===== src/rtl/rf_pkg.sv =====
// Shared sizing constants for the 8-entry register file and its write-select encoder.
package rf_pkg;
  localparam int          RF_NUM_REGS = 8;
  localparam int          RF_ADDR_W   = 3;
  localparam int          RF_DATA_W   = 16;
  localparam logic [7:0]  RF_WE_NONE  = 8'h00;
endpackage


===== src/rtl/rf_onehot_encode.sv =====
// Classifies the decoder's write select as none / legal one-hot / multi-hot and encodes its index.
module rf_onehot_encode
  import rf_pkg::*;
(
  input  logic [RF_NUM_REGS-1:0] we_onehot,
  output logic                   valid,
  output logic                   multi,
  output logic [RF_ADDR_W-1:0]   idx
);

  logic any_set;
  logic single;

  // x & (x-1) clears the lowest set bit; zero afterwards means at most one bit was set.
  assign any_set = (we_onehot != RF_WE_NONE);
  assign single  = ((we_onehot & (we_onehot - 8'd1)) == RF_WE_NONE);
  assign valid   = any_set && single;
  assign multi   = any_set && !single;

  always_comb begin
    idx = '0;
    for (int i = 0; i < RF_NUM_REGS; i++) begin
      if (we_onehot[i]) idx = RF_ADDR_W'(i);
    end
  end

endmodule


===== src/rtl/regfile8_onehot.sv =====
// 8 x DATA_W register file with one-hot write port, two registered read ports and a sticky
// multi-hot error flag. Define REGFILE_BYPASS_EN for write-through forwarding on same-edge collisions.
module regfile8_onehot
  import rf_pkg::*;
#(
  parameter int DATA_W  = RF_DATA_W,
  parameter int R0_ZERO = 1
) (
  input  logic                   clk,
  input  logic                   rst_n,
  input  logic [RF_NUM_REGS-1:0] we_onehot,
  input  logic [DATA_W-1:0]      wdata,
  input  logic                   ra_en,
  input  logic [RF_ADDR_W-1:0]   ra_addr,
  output logic [DATA_W-1:0]      ra_data,
  input  logic                   rb_en,
  input  logic [RF_ADDR_W-1:0]   rb_addr,
  output logic [DATA_W-1:0]      rb_data,
  input  logic                   clr_err,
  output logic                   wsel_err
);

  logic [DATA_W-1:0]    regs [RF_NUM_REGS];
  logic                 wr_valid;
  logic                 wr_multi;
  logic [RF_ADDR_W-1:0] wr_idx;
  logic                 wr_en;
  logic [DATA_W-1:0]    ra_next;
  logic [DATA_W-1:0]    rb_next;

  rf_onehot_encode u_enc (
    .we_onehot (we_onehot),
    .valid     (wr_valid),
    .multi     (wr_multi),
    .idx       (wr_idx)
  );

  // Writes to a hardwired-zero r0 are dropped without flagging an error.
  assign wr_en = wr_valid && !((R0_ZERO != 0) && (wr_idx == '0));

  function automatic logic [DATA_W-1:0] read_val(input logic [RF_ADDR_W-1:0] addr);
    logic [DATA_W-1:0] val;
    if ((R0_ZERO != 0) && (addr == '0))
      val = '0;
`ifdef REGFILE_BYPASS_EN
    else if (wr_valid && (wr_idx == addr))
      val = wdata;
`endif
    else
      val = regs[addr];
    return val;
  endfunction

  always_comb begin
    ra_next = read_val(ra_addr);
    rb_next = read_val(rb_addr);
  end

  always_ff @(posedge clk) begin
    if (!rst_n) begin
      for (int i = 0; i < RF_NUM_REGS; i++) regs[i] <= '0;
      ra_data  <= '0;
      rb_data  <= '0;
      wsel_err <= 1'b0;
    end else begin
      if (wr_en) regs[wr_idx] <= wdata;
      if (ra_en) ra_data <= ra_next;
      if (rb_en) rb_data <= rb_next;
      // A multi-hot select on the same edge as clr_err keeps the flag set.
      if (wr_multi)     wsel_err <= 1'b1;
      else if (clr_err) wsel_err <= 1'b0;
    end
  end

endmodule


===== config.mk =====
export PLATFORM = sky130hd
export DESIGN_NAME = regfile8_onehot
export DESIGN_NICKNAME = d
export VERILOG_FILES = /design/src/rtl/rf_pkg.sv /design/src/rtl/rf_onehot_encode.sv /design/src/rtl/regfile8_onehot.sv
export SDC_FILE = /design/constraint.sdc
export NUM_CORES = 1
export LEC_CHECK = 0
export CAP_MARGIN = 20
export CORE_MARGIN = 1
export CORE_UTILIZATION = 55
export CTS_CLUSTER_SIZE = 28
export DETAILED_ROUTE_END_ITERATION = 16
export PLACE_DENSITY = 0.77
export SKIP_LAST_GASP = 1
export SYNTH_ARGS = -nofsm -noshare
export SYNTH_HDL_FRONTEND = slang
export SYNTH_HIERARCHICAL = 1
export SYNTH_SLANG_ARGS = --single-unit

===== constraint.sdc =====
create_clock -name clk -period 5.15 [get_ports clk]
set_input_delay 1.03 -clock clk [delete_from_list [all_inputs] [get_ports clk]]
set_output_delay 1.03 -clock clk [all_outputs]
set_load 0.005 [all_outputs]

==> run summary <==
largest net degree at the start of global routing: 49
Post-CTS Setup Bufs: 0
row count: 41
Hold Buf Count CTS: 0
maximum VDD drop: 0.2028 mV
min-delay src: rb_data[7]
critical-path cell list: clkdlybuf4s50_1 > or4_1 > nor2_1 > o31a_1 > a21o_1 > nand3_1 > nor3_2 > buf_4 > nand2b_1
number of synthesized flops with an enable pin: 112
synthesized area: 7306 µm²
Synth Area in Adders: 0
CP max-delay cell: nand2b_1
Slew @ Worst Pin: 1.149 ns
Final Max Tran Viols: 0
leakage power: 0.003153 µW
DRC errors left: 0
Skew-Pair Late Insertion Delay: 0.43 ns
crit start category: input port
CTS max path bufs: 2
DR pass1 iterations: 5
post-CTS sizing: 0
Final Hold Vio Count: 0
Seq/Total Area, Yosys: 0.5508
Hold Path Class: reg2reg
# port buffers: 67
RD Place Congestion: 0.8285
RSZ-0062 raised after global routing: false
GR Util met2: 0.5255
Max-Cap Viols: 0
most used flip-flop cell after synthesis: edfxtp_1
FF-to-FF path depth: 4
Synth Warn #: 6
fin crit period: 3.817 ns
max incr delay on CP: 0.71 ns
ANT cells: 0
CTS tree: yes
Worst-path clk slew: 0.06 ns
top cells by area, synth: edfxtp_1 46%, and2_1 9.8%, dfxtp_1 9.0%
CTS H-tree lvls: 4
Compound-Gate Fraction of Synth Area: 0.1237
GR Layer Usage met1: 0.3682
first-pass GRT wire length: 30.42 mm
GRT overflow: 0
Die Y: 117.3 µm
mux cell area share after synthesis: 0.1468
Yosys top cell by area: edfxtp_1
status: finished, final reports clean
Layout Area Growth over Synthesis: 18.58%
CP required: 5.20 ns
Reg-to-Reg Start: regs[4][1]
Net Count, Synth: 624
Core Area: 12,770 µm²
Crit Path Category: in2reg
crit path launch: we_onehot[2]
TNS Setup: 0 ns
Routed wire per std cell: 23.54 µm
Crit Path Max Fanout: 17
vias per inst: 6.337
Synth Area in XOR/XNOR: 0
Min-Delay Path Depth: 2
Yosys cell types: 40
cts bufs inserted: 17
gr usage total: 0.3139
worst r2r dst: ra_data[1]
final setup vio count: 0
Tcrit/Tclk final: 0.7411
#FFs+latches synth: 145
via count: 5,317
DRT iter0 DRCs: 547
Fillers: 920
clk sink count: 145
CP Buf/Inv Count: 2
main combinational cell family by area after synthesis: multiplexers
initial antenna violation count: 0
Pwr per Cell Area: 332.6 nW/µm²
Ports: 68
clock skew: 0.005542 ns
detailed-placement wirelength estimate: 13.12 mm
Syn Area/Cell: 12.40 µm²
layout net count: 689
share of cells above drive strength 1: 0.1844
die area: 13,750 µm²
Async SR Flop Fraction: 0
CP endpoint kind: flip-flop
delay-heaviest family, CP: simple AND/OR/NAND/NOR gates
Hold EP: rb_data[7]
met3 usage: 0.06540
Rel. slew slack: 0.2314
Util after Layout: 0.6782
Register-to-Register Setup Slack: 3.66 ns
number of global-route vias before repair: 5,429
grt peak-use layer: met2
Final Hold Slack: 0.4513 ns
area share of the largest cell type after synthesis: 0.4604
FMAX: 0.2620 GHz
final WL: 19.75 mm
Initial Util: 0.5719
Simple-Gate Fraction of Synth Area: 0.1437
Syn Inst Count: 589
die width: 117.3 µm
Routed Antenna Nets: 0
Worst EP arrival: 3.87 ns
CTS root buf: clkbuf_16
==> cell usage after synthesis, types with 6 or more instances <==
| master | n |
|---|---|
| a21oi_1 | 8 |
| a221oi_1 | 21 |
| a22oi_1 | 13 |
| and2_1 | 114 |
| buf_2 | 12 |
| clkbuf_1 | 16 |
| dfxtp_1 | 33 |
| edfxtp_1 | 112 |
| mux2_2 | 53 |
| mux2i_1 | 43 |
| nand2_1 | 21 |
| nand2b_1 | 6 |
| nor2_1 | 27 |
| nor2b_1 | 8 |
| o21ai_0 | 11 |
| o221a_2 | 13 |
| o221ai_1 | 13 |
| o22ai_1 | 12 |
| o31ai_1 | 12 |
==> placed cells by master (no fill, tap or decap), types with 3 or more instances in the layout <==
master and instances:
a21oi_1 8, a221oi_1 21, a22o_1 5, a22oi_1 13, and2_1 114, buf_4 18, clkbuf_16 17, clkdlybuf4s50_1 65
clkinv_2 5, clkinvlp_4 5, dfxtp_1 33, edfxtp_1 112, inv_1 3, mux2_2 53, mux2i_1 43, nand2_1 21
nand2b_1 6, nor2_1 27, nor2b_1 8, nor3b_1 3, o21ai_0 5, o21ai_1 8, o221a_2 13, o221ai_1 13
o22ai_1 12, o31ai_1 12
==> kinds of logic (layout without fill, tap and decap cells) <==
| group | after synthesis | in the layout |
|---|---|---|
| flops | 145 | 145 |
| compound gates | 116 | 116 |
| mux | 98 | 98 |
| simple gates | 186 | 186 |
| buf+inv | 44 | 122 |
==> where the power goes <==
group / switching [µW] / internal (µW)
sequential: 37.4 / 1330
clock: 487 / 706
combinational: 171 / 153
==> how the worst max path moves through the flow <==
| stage | end | slack (ns) | cells after the start |
|---|---|---|---|
| detailed placement | regs[2][5] | 0.95 | 9 |
| global route | regs[2][5] | 1.07 | 9 |
| floorplan | regs[3][0] | 1.48 | 6 |
| finish | regs[2][4] | 1.33 | 9 |
| CTS | regs[2][9] | 1.39 | 9 |
| global placement | regs[3][12] | 1.02 | 8 |
==> cell type report <==
cell class | count | area, µm² | area share
sequential | 145 | 4024 | 0.4645
timing repair buffer | 87 | 818.3 | 0.09445
inverter | 3 | 11.26 | 0.001300
clock buffer | 17 | 425.4 | 0.04910
multi-input combinational | 400 | 3025 | 0.3492
tap | 172 | 215.2 | 0.02484
clock inverter | 15 | 143.9 | 0.01661
==> layer usage <==
metal	up-vias	routed length, µm
li1	2371	-
met1	2624	7614
met4	0	971
met2	256	9911
met5	-	0
met3	66	1253
==> through the flow <==
step                std cells  instance area (µm²)  setup WS (ns)  total power [µW]
detailed placement        805                 8075         0.9517              1707
global placement          804                 8064          1.021              1697
floorplan                 589                 7306          1.476              1557
finish                    839                 8663          1.333              2881
global route              839                 8663          1.072              2963
CTS                       837                 8645          1.386              2887
==> tightest hold or removal path, delay by kind of cell (launching register included) <==
family	cells	cell delay [ns]
flops	1	0.32
simple gates	1	0.05
compound gates	1	0.05
==> sequential cells by signal (all words and copies together) (netlist names) <==
name / cells
rb_data: 16
regs: 112
wsel_err: 1
ra_data: 16
Power figures use the tool's default switching activity.
==> RTL edit, RTL diff (same flow settings) <==
Make the reset (`rst_n`) asynchronous in one clocked block.
--- a/src/rtl/regfile8_onehot.sv
+++ b/src/rtl/regfile8_onehot.sv
@@ -56,7 +56,7 @@
     rb_next = read_val(rb_addr);
   end
 
-  always_ff @(posedge clk) begin
+  always_ff @(posedge clk or negedge rst_n) begin
     if (!rst_n) begin
       for (int i = 0; i < RF_NUM_REGS; i++) regs[i] <= '0;
       ra_data  <= '0;
Behaviour: differs if rst_n is asserted again (counterexample within 4 cycles, from zero or initial values and one cycle with rst_n low); with rst_n held inactive, the same outputs for 4 cycles.
==> RTL edit against the original RTL <==
Final area up 1.6%. Final cell count down 1.9%. Wire length is 6.0% lower. Power is 3.4% higher. Synthesized area up 1.3%. Sequential cell count did not move. Highest routed layer unchanged. Global-route usage shrank 3.1 points. Worst setup slack better by 0.22 ns. Clock skew barely moved. Die area increased by 1.2%.
==> RTL edit: results (changes against the original RTL) <==
Number of global-route vias before repair = 5453 (was 5429)
Worst vdd ir = 0.175 mV (was 0.203 mV)
Placer Congestion = 0.812 (was 0.829)
Worst hold slack = 0.460 ns (was 0.451 ns)
N_diodes = 0 (unchanged)
Slowest stage delay, CP = 0.84 ns (was 0.71 ns)
CP max stage cell = nand4b_2 (was nand2b_1)
Via-to-Cell Ratio = 6.39 (was 6.34)
Count of different cell masters after synthesis = 38 (was 40)
Wire per inst = 22.5 um (was 23.5 um)
Top cells by area, synth = dfrtp_1 49%, mux2_2 25%, mux2i_1 7.2%, o221ai_1 2.6%, o22a_1 2.6% (was edfxtp_1 46%, and2_1 9.8%, dfxtp_1 9.0%, mux2_2 8.2%, mux2i_1 5.9%)
Fin nets = 671 (was 689)
CP max FO = 16 (was 17)
Share of layout cells above drive strength 1 = 33.8% (was 18.4%)
Drt first-iter violations = 475 (was 547)
Largest net degree at the start of global routing = 115 (was 49)
Status = complete, no violations (unchanged)
Setup_tns = 0 ns (unchanged)
Sw Share = 24.5% (was 24.2%)
Worst clock skew = 0.00561 ns (was 0.00554 ns)
Initial DRT Pass Iterations = 5 (unchanged)
Min-delay worst type = in2async (was reg2reg)
Global Route Usage Sum = 28.3% (was 31.4%)
Most used flip-flop cell after synthesis = dfrtp_1 (was edfxtp_1)
Post-DP HPWL = 11.3 mm (was 13.1 mm)
Sequential cell area fraction in the yosys report = 49.1% (was 55.1%)
Rel. slew slack = 37.7% (was 23.1%)
Worst Path Arrival = 3.90 ns (was 3.87 ns)
Synth Net Count = 611 (was 624)
R2R setup slack = 3.72 ns (was 3.66 ns)
Top cells by instance count after synthesis = 161 x mux2_2, 145 x dfrtp_1, 53 x mux2i_1, 35 x nor2_1, 23 x buf_2 (was 114 x and2_1, 112 x edfxtp_1, 53 x mux2_2, 43 x mux2i_1, 33 x dfxtp_1)
First-pass GRT wire length = 29.9 mm (was 30.4 mm)
Synth async-reset ratio = 100% (was 0%)
-- RTL edit: changes by cell type in the layout (fill, tap and decap cells not counted), sizes merged, moves of 13 or more --
cell | before | now
o221a | 13 | 0
and2 | 114 | 0
dfrtp | 0 | 145
a221oi | 21 | 7
edfxtp | 112 | 0
dfxtp | 33 | 0
o22a | 0 | 22
mux2 | 53 | 161
-- RTL edit: routing by layer --
metal  routed length (um)  GRT usage (%)  vias up
li1                     -              -     2307
met1                 7900           37.6     2713
met2                 9140           45.7      204
met3                 1190           6.30       33
met4                  323           9.62        0
met5                    0              0        -
-- RTL edit: final timing paths --
kind	from	to	cells after the start
worst max-delay path	we_onehot[1]	regs[40]	7
worst min-delay path	rst_n	regs[84]	1
worst max register to register	regs[62]	ra_data[14]	4
worst min register to register	wsel_err	wsel_err	1
max in group asynchronous	rst_n	ra_data[13]	3
min in group clk	wsel_err	wsel_err	1
-- RTL edit: cells by family (layout without fill, tap and decap cells) --
group                  Yosys count  count (layout)  synth area share [%]
and+or+nand+nor                 67              67                  4.62
AOI/OAI and AO/OA              100             100                  10.6
buffers and inverters           48             119                  3.48
muxes                          216             216                  32.3
DFF                            145             145                  49.1
-- RTL edit: area by class of cell --
type / instances / area [um2]
multi-input combinational: 383 / 3540
clock buffer: 25 / 526
tap: 176 / 220
fill: 964 / 4390
timing repair buffer: 86 / 825
clock inverter: 5 / 50.0
sequential: 145 / 3630
inverter: 3 / 11.3
-- RTL edit: metrics by stage --
step	cell area, um2	power, W	cells	util, %	setup WS, ns
after floorplan	7400	0.00160	576	-	2.08
after global placement	8200	0.00177	792	62.2	1.22
after detailed placement	8200	0.00179	792	62.2	1.13
after CTS	8770	0.00299	822	66.5	1.57
after global routing	8800	0.00309	823	66.7	1.37
final	8800	0.00298	823	66.7	1.55
-- RTL edit: power by group through the flow --
stage / combinational [W] / clock (W) / sequential, W
2_1_floorplan: 0.000266 / 0 / 0.00134
3_3_place_gp: 0.000424 / 0 / 0.00135
3_5_place_dp: 0.000438 / 0 / 0.00136
4_1_cts: 0.000441 / 0.00121 / 0.00134
5_1_grt: 0.000478 / 0.00126 / 0.00135
6_report: 0.000442 / 0.00120 / 0.00134
